File: src/rtl/ctrl_pkg.sv
// Shared encodings for the multicycle RV32I control path: ALU ops, opcodes, FSM states.
package ctrl_pkg;

  localparam logic [3:0] ALUOP_AND = 4'b0000;
  localparam logic [3:0] ALUOP_OR  = 4'b0001;
  localparam logic [3:0] ALUOP_ADD = 4'b0010;
  localparam logic [3:0] ALUOP_SLT = 4'b0100;
  localparam logic [3:0] ALUOP_XOR = 4'b0101;
  localparam logic [3:0] ALUOP_SUB = 4'b0110;
  localparam logic [3:0] ALUOP_LSR = 4'b1000;
  localparam logic [3:0] ALUOP_LSL = 4'b1001;
  localparam logic [3:0] ALUOP_ASR = 4'b1010;

  localparam logic [6:0] OPC_RTYPE  = 7'b0110011;
  localparam logic [6:0] OPC_IALU   = 7'b0010011;
  localparam logic [6:0] OPC_LOAD   = 7'b0000011;
  localparam logic [6:0] OPC_STORE  = 7'b0100011;
  localparam logic [6:0] OPC_BRANCH = 7'b1100011;

  localparam logic [2:0] F3_WORD = 3'b010;
  localparam logic [2:0] F3_BEQ  = 3'b000;

  typedef enum logic [2:0] {
    S_IF  = 3'd0,
    S_ID  = 3'd1,
    S_EX  = 3'd2,
    S_MEM = 3'd3,
    S_WB  = 3'd4
  } state_e;

  // Instructions whose funct7 field is an opcode extension rather than immediate bits.
  function automatic logic funct7_is_opcode(input logic [6:0] opcode, input logic [2:0] funct3);
    return (opcode == OPC_RTYPE) || ((opcode == OPC_IALU) && (funct3[1:0] == 2'b01));
  endfunction

endpackage

File: src/rtl/alu_op_decoder.sv
// Maps (opcode, funct3, funct7[5]) to an ALU operation and flags unsupported combinations.
module alu_op_decoder
  import ctrl_pkg::*;
(
  input  logic [6:0] opcode,
  input  logic [2:0] funct3,
  input  logic       funct7_5,
  output logic [3:0] alu_op,
  output logic       legal
);

  logic is_r;
  assign is_r = (opcode == OPC_RTYPE);

  always_comb begin
    alu_op = ALUOP_ADD;
    legal  = 1'b0;
    case (opcode)
      OPC_RTYPE, OPC_IALU: begin
        legal = 1'b1;
        // For I-ALU non-shifts funct7[5] is an immediate bit and must not affect decode.
        case (funct3)
          3'b000: alu_op = (is_r && funct7_5) ? ALUOP_SUB : ALUOP_ADD;
          3'b001: begin
            alu_op = ALUOP_LSL;
            legal  = !funct7_5;
          end
          3'b010: begin
            alu_op = ALUOP_SLT;
            legal  = !(is_r && funct7_5);
          end
          3'b100: begin
            alu_op = ALUOP_XOR;
            legal  = !(is_r && funct7_5);
          end
          3'b101: alu_op = funct7_5 ? ALUOP_ASR : ALUOP_LSR;
          3'b110: begin
            alu_op = ALUOP_OR;
            legal  = !(is_r && funct7_5);
          end
          3'b111: begin
            alu_op = ALUOP_AND;
            legal  = !(is_r && funct7_5);
          end
          default: legal = 1'b0;
        endcase
      end
      OPC_LOAD, OPC_STORE: legal = (funct3 == F3_WORD);
      OPC_BRANCH: begin
        alu_op = ALUOP_SUB;
        legal  = (funct3 == F3_BEQ);
      end
      default: legal = 1'b0;
    endcase
  end

endmodule

File: src/rtl/multicycle_ctrl.sv
// Multicycle IF/ID/EX/MEM/WB control FSM with memory handshake timeout and retire counter.
module multicycle_ctrl
  import ctrl_pkg::*;
#(
  parameter int unsigned CNT_W       = 32,
  parameter int unsigned MEM_TIMEOUT = 16
) (
  input  logic             clk,
  input  logic             rst,
  input  logic [31:0]      instr,
  input  logic             zero,
  input  logic             mem_ready,
  output logic [3:0]       alu_op,
  output logic             alu_src,
  output logic             ir_write,
  output logic             reg_write,
  output logic             mem_to_reg,
  output logic             mem_read,
  output logic             mem_write,
  output logic             pc_write,
  output logic             pc_src,
  output logic             illegal,
  output logic             bus_err,
  output logic [CNT_W-1:0] retired
);

  localparam bit          TmoEn   = (MEM_TIMEOUT != 0);
  localparam logic [31:0] TmoLast = 32'(MEM_TIMEOUT - 1);

  state_e           state_q, state_d;
  logic [31:0]      wait_q, wait_d;
  logic [CNT_W-1:0] retired_q;
  logic             retire;

  logic [6:0] opcode;
  logic [2:0] funct3;
  logic [3:0] dec_op;
  logic       dec_legal;
  logic       f7_rsvd_ok;
  logic       instr_legal;
  logic       is_lw, is_sw, is_beq, is_r;
  logic       timed_out;
  logic       unused_instr_bits;

  assign opcode = instr[6:0];
  assign funct3 = instr[14:12];
  assign unused_instr_bits = ^{instr[24:15], instr[11:7]};

  alu_op_decoder u_dec (
    .opcode   (opcode),
    .funct3   (funct3),
    .funct7_5 (instr[30]),
    .alu_op   (dec_op),
    .legal    (dec_legal)
  );

  // Only funct7[5] carries meaning; any other set bit marks an unsupported extension.
  assign f7_rsvd_ok  = !(funct7_is_opcode(opcode, funct3) && (instr[31] || (instr[29:25] != 5'b0)));
  assign instr_legal = dec_legal && f7_rsvd_ok;

  assign is_r   = (opcode == OPC_RTYPE);
  assign is_lw  = (opcode == OPC_LOAD);
  assign is_sw  = (opcode == OPC_STORE);
  assign is_beq = (opcode == OPC_BRANCH);

  assign timed_out = TmoEn && (wait_q == TmoLast) && !mem_ready;

  always_comb begin
    state_d    = state_q;
    wait_d     = wait_q;
    retire     = 1'b0;
    alu_op     = ALUOP_ADD;
    alu_src    = 1'b0;
    ir_write   = 1'b0;
    reg_write  = 1'b0;
    mem_to_reg = 1'b0;
    mem_read   = 1'b0;
    mem_write  = 1'b0;
    pc_write   = 1'b0;
    pc_src     = 1'b0;
    illegal    = 1'b0;
    bus_err    = 1'b0;

    case (state_q)
      S_IF: begin
        ir_write = 1'b1;
        state_d  = S_ID;
      end
      S_ID: begin
        if (!instr_legal) begin
          illegal  = 1'b1;
          pc_write = 1'b1;
          state_d  = S_IF;
        end else begin
          state_d = S_EX;
        end
      end
      S_EX: begin
        alu_op  = dec_op;
        alu_src = !is_r && !is_beq;
        if (is_beq) begin
          pc_write = 1'b1;
          pc_src   = zero;
          retire   = 1'b1;
          state_d  = S_IF;
        end else if (is_lw || is_sw) begin
          state_d = S_MEM;
        end else begin
          state_d = S_WB;
        end
      end
      S_MEM: begin
        mem_read  = is_lw;
        mem_write = is_sw;
        if (mem_ready) begin
          wait_d = '0;
          if (is_sw) begin
            pc_write = 1'b1;
            retire   = 1'b1;
            state_d  = S_IF;
          end else begin
            state_d = S_WB;
          end
        end else if (timed_out) begin
          // Final waiting cycle: the request is still up now and drops as we return to IF.
          wait_d   = '0;
          bus_err  = 1'b1;
          pc_write = 1'b1;
          state_d  = S_IF;
        end else begin
          wait_d = wait_q + 32'd1;
        end
      end
      S_WB: begin
        reg_write  = 1'b1;
        mem_to_reg = is_lw;
        pc_write   = 1'b1;
        retire     = 1'b1;
        state_d    = S_IF;
      end
      default: state_d = S_IF;
    endcase

    // Reset masks every control line in the very cycle it is sampled.
    if (!rst) begin
      alu_op     = 4'b0000;
      alu_src    = 1'b0;
      ir_write   = 1'b0;
      reg_write  = 1'b0;
      mem_to_reg = 1'b0;
      mem_read   = 1'b0;
      mem_write  = 1'b0;
      pc_write   = 1'b0;
      pc_src     = 1'b0;
      illegal    = 1'b0;
      bus_err    = 1'b0;
    end
  end

  always_ff @(posedge clk) begin
    if (!rst) begin
      state_q   <= S_IF;
      wait_q    <= '0;
      retired_q <= '0;
    end else begin
      state_q <= state_d;
      wait_q  <= wait_d;
      if (retire) begin
        retired_q <= retired_q + {{(CNT_W-1){1'b0}}, 1'b1};
      end
    end
  end

  assign retired = rst ? retired_q : '0;

endmodule
File: config.mk
export PLATFORM = sky130hd
export DESIGN_NAME = multicycle_ctrl
export DESIGN_NICKNAME = d
export VERILOG_FILES = /design/src/rtl/ctrl_pkg.sv /design/src/rtl/alu_op_decoder.sv /design/src/rtl/multicycle_ctrl.sv
export SDC_FILE = /design/constraint.sdc
export NUM_CORES = 1
export LEC_CHECK = 0
export ABC_CLOCK_PERIOD_IN_PS = 3800
export BUFFER_PORTS_ARGS = -buffer_cell sky130_fd_sc_hd__buf_2
export CAP_MARGIN = 20
export CORE_MARGIN = 2
export CORE_UTILIZATION = 40
export DETAILED_ROUTE_END_ITERATION = 8
export PLACE_DENSITY_LB_ADDON = 0.15
export SYNTH_ARGS = -nofsm -noshare
export SYNTH_HDL_FRONTEND = slang
export SYNTH_SLANG_ARGS = --single-unit
export TNS_END_PERCENT = 100
File: constraint.sdc
create_clock -name clk -period 3.8 [get_ports clk]
set_input_delay 0.19 -clock clk [delete_from_list [all_inputs] [get_ports clk]]
set_output_delay 0.19 -clock clk [all_outputs]
set_load 0.01 [all_outputs]
# Word level (Yosys, flattened, before mapping)
# Index checks and enable logic that the tools add are counted.
[totals] regBits=67 input_bits=36 wordCells=92
[op_classes] n_addsub=2 eq_ne=18 n_mux=47 reduce_logical=22
[ops] operator="$mux 32" count=3
[ops] operator="$add 32x1->32 const B" count=2
[ops] operator="$eq 32x4->1 const B" count=1
[ops] operator="$pmux 4 s7" count=1
[ops] operator="$mux 1" count=27
[ops] operator="$mux 3" count=6
[ops] operator="$eq 3x3->1 const B" count=5
[ops] operator="$eq 7x6->1 const B" count=2
[ops] operator="$pmux 3 s4" count=1
[ops] operator="$eq 3x2->1 const B" count=3
[ops] operator="$pmux 1 s3" count=3
[ops] operator="$mux 4" count=2
[ops] operator="$pmux 4 s2" count=1
[ops] operator="$eq 7x2->1 const B" count=1
[ops] operator="$eq 7x5->1 const B" count=1
[ops] operator="$eq 7x7->1 const B" count=1
[ops] operator="$eq 3x1->1 const B" count=2
[ops] operator="$logic_and 1x1->1" count=6
[ops] operator="$logic_not 1->1" count=6
[ops] operator="$logic_not 3->1" count=2
[ops] operator="$reduce_or 2->1" count=3
[ops] operator="$reduce_bool 5->1" count=1
[ops] operator="$mux 2" count=2
[ops] operator="$pmux 1 s4" count=1
[ops] operator="4 further kinds" count=6

# Depth between registers and ports, before layout
# Gate-level depths: netlist of the first run.
[depth] word_depth=9 mapped_depth=8

# Hierarchy
# A second synthesis of the first run with hierarchy kept.
[hier_totals] cells_unflattened=487 hier_area_um2=3930.0
[modules_own_cells] module="multicycle_ctrl" n_inst=1 cells_per_inst=463 area_per_inst_um2=3729.8 seq_area_each_um2=1341.3
[modules_own_cells] module="alu_op_decoder" n_inst=1 cells_per_inst=24 area_per_inst_um2=200.2 seq_area_each_um2=0.0

# Worst setup path before layout of the first run
# Ideal clock, no wire load.
[synth_timing] kind="reg2reg" from="register state_q[1]" to="register retired_q[24]" arrival_ns=1.763 slack_ns=1.904 stages_incl_launch_ff=9 period_less_slack_ns=1.896 path_cell_list="dfxtp_1 -> buf_2 -> nand2b_1 -> a2111oi_4 -> o2111ai_2 -> buf_2 -> clkbuf_1 -> o31ai_1 -> a21oi_1"
[synth_via] elab_chain_cells=2
[synth_rtl] item="start: declaration" line_no="multicycle_ctrl.sv:30" source="state_e state_q, state_d;"
[synth_rtl] item="start signal: assignment" line_no="multicycle_ctrl.sv:166" source="state_q <= state_d;"
[synth_rtl] item="$eq 3x3->1 / $eq 3x2->1 (equally long branches)" line_no="multicycle_ctrl.sv:84" source="case (state_q)"
[synth_rtl] item="$pmux 1 s3 (*)" line_no="multicycle_ctrl.sv:84"
[synth_rtl] item="end signal: assignment" line_no="multicycle_ctrl.sv:169" source="retired_q <= retired_q + {{(CNT_W-1){1'b0}}, 1'b1};"
[synth_rtl] item="end: declaration" line_no="multicycle_ctrl.sv:32" source="logic [CNT_W-1:0] retired_q;"
# Every way passes the cells marked *; elsewhere a longest branch is shown, timed or not.
# A chain may end at the register's enable or synchronous reset.

# Worst setup path after layout of the first run
[layout_timing] from="register state_q[0]" to="register retired_q[26]"
# Same word-level chain as after synthesis.

==> results of run 1 <==
==> tightest hold or removal path, stage by stage <==
cell,delay (ns)
buf_2,0.14
nor2b_1,0.11
a2111oi_0,0.07
==> path summary, 6_finish.rpt <==
path	end	slack, ns
worst max-delay path	retired_q[26]$_SDFFE_PN0P_	1.22
worst min register to register	retired_q[31]$_SDFFE_PN0P_	0.49
worst max register to register	retired_q[26]$_SDFFE_PN0P_	1.22
worst min-delay path	state_q[2]$_SDFFE_PN0P_	0.23
==> routing by layer <==
layer  GRT usage, %  vias up
li1               -     1823
met3           4.14        8
met5              0        -
met1           23.0     1652
met2           29.6       67
met4           6.13        0
==> power groups by stage <==
stage	Combinational, mW	Clock (mW)	Sequential [mW]
3_5_place_dp	0.0633	0	0.721
6_report	0.0625	0.687	0.705
3_3_place_gp	0.0624	0	0.721
4_1_cts	0.0634	0.706	0.705
2_1_floorplan	0.0432	0	0.720
5_1_grt	0.0698	0.734	0.705
==> placed cells by master, fill, tap and decap left out, drive strengths merged, types with 11 or more instances in the layout <==
cell type and n:
a21oi 21, inv 17, dfxtp 67, nand3 16, buf 68, and2 32, clkbuf 11, nand2 31
xor2 16, nor4 16, or4 11, nor2 73, xnor2 28, nor3 23, nand4 14, o21ai 11
==> cells by family after synthesis <==
kind of cell	Yosys count
fa+ha+maj	3
buf+inv	40
xor+xnor	44
mux	6
simple gates	257
compound gates	65
flops	67
==> sequential cells by signal, summed over array words and instances (netlist names) <==
name / count
retired_q: 32
state_q: 3
wait_q: 32
==> layout make-up <==
cell class                 instances  area (um2)
tap                              129         161
timing repair buffer              68         345
clock buffer                      11         151
inverter                          16        60.1
fill                             906        4790
multi-input combinational        375        2300
sequential                        67        1340
clock inverter                     5        83.8
==> impl_metrics.tcl, run 1 <==
set metrics [dict create \
    outcome "finished, final reports clean" \
    vias_per_cell 5.29 \
    layout_setup_ws_ns 1.22 \
    ys_top_cells_by_area "dfxtp_1 35%, nor2_1 7.2%, xnor2_1 6.4%" \
    post-place-ws_ns 1.22 \
    vias 3550 \
    slowest_stage "or4_1" \
    wl_met1_um 4330 \
    synthMuxAreaShare_pct 1.74 \
    antenna_found_initial 0 \
    drtAntennaViolNets 0 \
    layout_min_cycle_time_ns 2.58 \
    cts_resized 0 \
    synth_area_leader_cell "dfxtp_1" \
    min_from "mem_ready" \
    ys_top_cells_by_count "73 x nor2_1, 67 x dfxtp_1, 32 x and2_1" \
    cp.required_ns 4.07 \
    worst_pin_slew_ns 1.01 \
    fin_skew_ns 0.00930 \
    yosysMostFrequentCell "nor2_1" \
    routed-wl-met2_um 3980 \
    synthCells 482 \
    cts_setup_buffers 0 \
    die_w_um 102 \
    pwr-share-comb_pct 4.3 \
    synth_xor_area_share_pct 10.1 \
    wl_um 8770 \
    grt_overflow 0 \
    clock_latency_ns 0.34 \
    wl_met3_um 359 \
    crit_chain "nand2b_1 -> a2111oi_4 -> buf_4 -> o2111ai_2 -> or4_1 -> a21oi_1" \
    synth_edf_count 0 \
    maxSlewViolCount 0 \
    grt_pass1_vias 3366 \
    clockBufferDepth 2 \
    grt_pass1_wl_um 15100 \
    synth_top_family_by_area "simple AND/OR/NAND/NOR gates" \
    yosysTopAreaCellShare_pct 35.2 \
    utilization_pct 48.1 \
    die_area_um2 10300 \
    crit_family "compound AO/OA/AOI/OAI gates" \
    crit_buf_inv 1 \
    drc 0 \
    crit_cells 6 \
    timing.final.crit_share_pct 67.9 \
    dieHeight_um 102 \
    antennaDiodeCount 0 \
    grt_max_degree 38 \
    synth_seq_cells 67 \
    setup_violations 0 \
    hold_depth 3 \
    critPathMaxStageDelay_ns 0.64 \
    io_pins 82 \
    drive_gt1_share_pct 17.3 \
    fin_hold_ws_ns 0.230 \
    place_hpwl_um 6050 \
    r2r_cells 6 \
    cts.clk_slew.worst_paths_ns 0.07 \
    clkSinkCount 67 \
    place_inst 655 \
    worst_ep_arrival_time_ns 2.85 \
    synth-simple-area-share_pct 35.8 \
    htreeDepth 3 \
    internal_power_mw 1.13 \
    drtIter0Drc 156 \
    synth-compound-area-share_pct 11.9 \
    portBuffers 66 \
    syn2layout_area_growth_pct 16.6 \
    start_kind "flop" \
    fmax_mhz 388 \
    routabilityCongestion 0.838 \
    syn_nets 520 \
    hold_path.class "input port to flop" \
    core-area_um2 9240 \
    setup-tns-final_ns 0 \
    cts_tree "yes" \
    worst-setup-path-type "flop to flop" \
    synth_fa_ha_area_share_pct 0.919 \
    totalPowerFinal_mw 1.45 \
    first_pass_iters 4 \
    final_cells 671 \
    top_layer "met4" \
    num_rows 35 \
    r2r_start "state_q[0]$_SDFFE_PN0P_" \
    cts_hold_buf 0 \
    vdd_drop_max_uv 136 \
    crit_fanout 24 \
    cap_violations 0 \
    dpl_cell_area_um2 4210 \
    wire_per_inst_um 13.1 \
    p_sw_share_pct 22.2 \
    syn_area_per_cell_um2 7.91 \
    final-hold-violation-count 0 \
    async_flop_share_pct 0 \
    crit_path_start "state_q[0]$_SDFFE_PN0P_" \
    syn-cell-area_um2 3810 \
    cts-root-buf "clkbuf_8" \
    synth_flop_cell "dfxtp_1" \
    p_leak_nw 1.64 \
    initial_core_util_pct 41.3 \
    grt_usage_pct 17.9 \
    nNetsFinal 575 \
    ys_warn_count 0 \
    seqPwrFrac_pct 48.5 \
    cp-end-kind "flop" \
    yosysSeqAreaShare_pct 35.2 \
    slew_headroom_pct 32.6 \
    ys_types 53 \
    stdcell_area_um2 4450 \
    clkPwrFrac_pct 47.2 \
    rsz0062_at_grt "false" \
    numCtsBuffers 9 \
    p_per_area_nw_per_um2 327 \
    p_sw_uw 323 \
]
No activity file was read; power rests on OpenSTA's default activity.
==> inputs of run 2 (changes only) <==
ABC_CLOCK_PERIOD_IN_PS = 2500   (was 3800)
clock period = 2.5 ns   (was 3.8 ns; I/O delays follow)
==> run 2 against run 1 <==
Utilization rose by 0.26 points. Die area did not move. Highest routed layer unchanged. Largest cell class unchanged. Combinational power rose by 65%.
==> impl_metrics.tcl, run 2 (synthesis results as in run 1) <==
set metrics [dict create \
    nNetsFinal 586 \
    p_sw_uw 493 \
    drive_gt1_share_pct 18.8 \
    drc 0 \
    maxSlewViolCount 0 \
    die_area_um2 10300 \
    cts_hold_buf 0 \
    setup_violations 0 \
    start_kind "flop" \
    fill_cells 943 \
    num_rows 35 \
    slowest_stage "dfxtp_1" \
    clkPwrFrac_pct 40.9 \
    wl_um 9090 \
    antenna_found_initial 0 \
    vias 3615 \
    clock_latency_ns 0.34 \
    grt_overflow 0 \
    dieHeight_um 102 \
    post-place-ws_ns 0.373 \
    worst_ep_arrival_time_ns 2.19 \
    p_per_area_nw_per_um2 444 \
    regArea_um2 1340 \
    cts_tree "yes" \
    utilization_pct 48.4 \
    routabilityCongestion 0.796 \
    mostFrequentLayoutCell "nor2_1" \
    dpl_cell_area_um2 4290 \
    fin_skew_ns 0.0112 \
    grt_pass1_vias 3426 \
    layout_common_cells "73 x nor2_1, 67 x dfxtp_1, 66 x buf_2" \
    io_pins 82 \
    internal_power_mw 1.49 \
    drtAntennaViolNets 0 \
    initial_core_util_pct 41.3 \
    cap_violations 0 \
    multi_input_area_um2 2300 \
    cts_resized 0 \
    syn2layout_area_growth_pct 17.3 \
    crit_path_start "state_q[0]$_SDFFE_PN0P_" \
    crit_family "simple AND/OR/NAND/NOR gates" \
    critPathMaxStageDelay_ns 0.40 \
    rsz0062_at_grt "false" \
    r2r_start "state_q[0]$_SDFFE_PN0P_" \
    vdd_drop_max_uv 257 \
    cp.required_ns 2.38 \
    final-hold-violation-count 0 \
    grt_pass1_wl_um 15900 \
    core-area_um2 9240 \
    die_w_um 102 \
    cts.clk_slew.worst_paths_ns 0.07 \
    layout_min_cycle_time_ns 2.31 \
    wire_per_inst_um 13.4 \
    fin_hold_ws_ns 0.126 \
    seqPwrFrac_pct 53.9 \
    vias_per_cell 5.31 \
    place_inst 666 \
    layout_setup_ws_ns 0.188 \
    final_cells 681 \
    cts_setup_buffers 0 \
    stdcell_area_um2 4470 \
    htreeDepth 3 \
    numCtsBuffers 9 \
    grt_usage_pct 18.7 \
    crit_fanout 10 \
    crit_chain "buf_4 -> nor2_1 -> and2_1 -> buf_4 -> nor2_1 -> nor2_1 -> or3_1 -> buf_2" \
    clockBufferDepth 2 \
    totalPowerFinal_mw 1.98 \
    portBuffers 66 \
    antennaDiodeCount 0 \
    hold_path.class "input port to flop" \
    p_sw_share_pct 24.9 \
    cts-root-buf "clkbuf_8" \
    place_hpwl_um 6460 \
    slew_headroom_pct 59.4 \
    outcome "finished, final reports clean" \
    min_from "rst" \
    pwr-share-comb_pct 5.2 \
    first_pass_iters 4 \
    crit_buf_inv 3 \
    timing.final.crit_share_pct 92.5 \
    p_leak_nw 1.67 \
    crit_path_frequent_cell "nor2_1" \
    grt_max_degree 32 \
    worst-setup-path-type "flop to output pin" \
    setup-tns-final_ns 0 \
    reg_top3 "retired_q: 32 flops, wait_q: 32 flops, state_q: 3 flops" \
    worst_pin_slew_ns 0.608 \
    cp-end-kind "output pin" \
    fmax_mhz 433 \
    clkSinkCount 67 \
    drtIter0Drc 139 \
]
run 2: metal layers:
layer  vias up  GRT usage [%]  part of all wire [%]
met5         -              0                     0
met4         0           5.09                  0.79
met3         7           3.73                   3.7
met2        67           31.3                    46
met1      1699           24.4                    50
li1       1842              -                     -
run 2: power groups by stage:
stage / registers, mW / logic [mW] / clock network [mW]
6_report: 1.07 / 0.103 / 0.812
2_1_floorplan: 1.09 / 0.0656 / 0
5_1_grt: 1.07 / 0.116 / 0.880
3_5_place_dp: 1.09 / 0.104 / 0
3_3_place_gp: 1.09 / 0.102 / 0
4_1_cts: 1.07 / 0.104 / 0.841
run 2: worst reg2reg max path, cell delays in order, from the launching register on:
cell	delay [ns]
dfxtp_1	0.35
nand2b_1	0.18
a2111oi_4	0.52
buf_4	0.26
nor2_1	0.10
or4_1	0.51
a21oi_1	0.14
run 2: final timing paths:
kind / end / cells after the start / slack [ns]
max: pc_write / 8 / 0.19
min reg2reg: retired_q[31]$_SDFFE_PN0P_ / 2 / 0.49
max reg2reg: retired_q[6]$_SDFFE_PN0P_ / 6 / 0.37
min: wait_q[1]$_SDFFE_PN0P_ / 2 / 0.13
run 2: area by class of cell:
class / instances / area share [%]
Clock buffer: 10 / 3.08
Clock inverter: 5 / 0.868
Inverter: 16 / 1.34
Multi-Input combinational cell: 375 / 51.5
Sequential cell: 67 / 30.0
Tap cell: 129 / 3.61
Timing Repair Buffer: 79 / 9.57
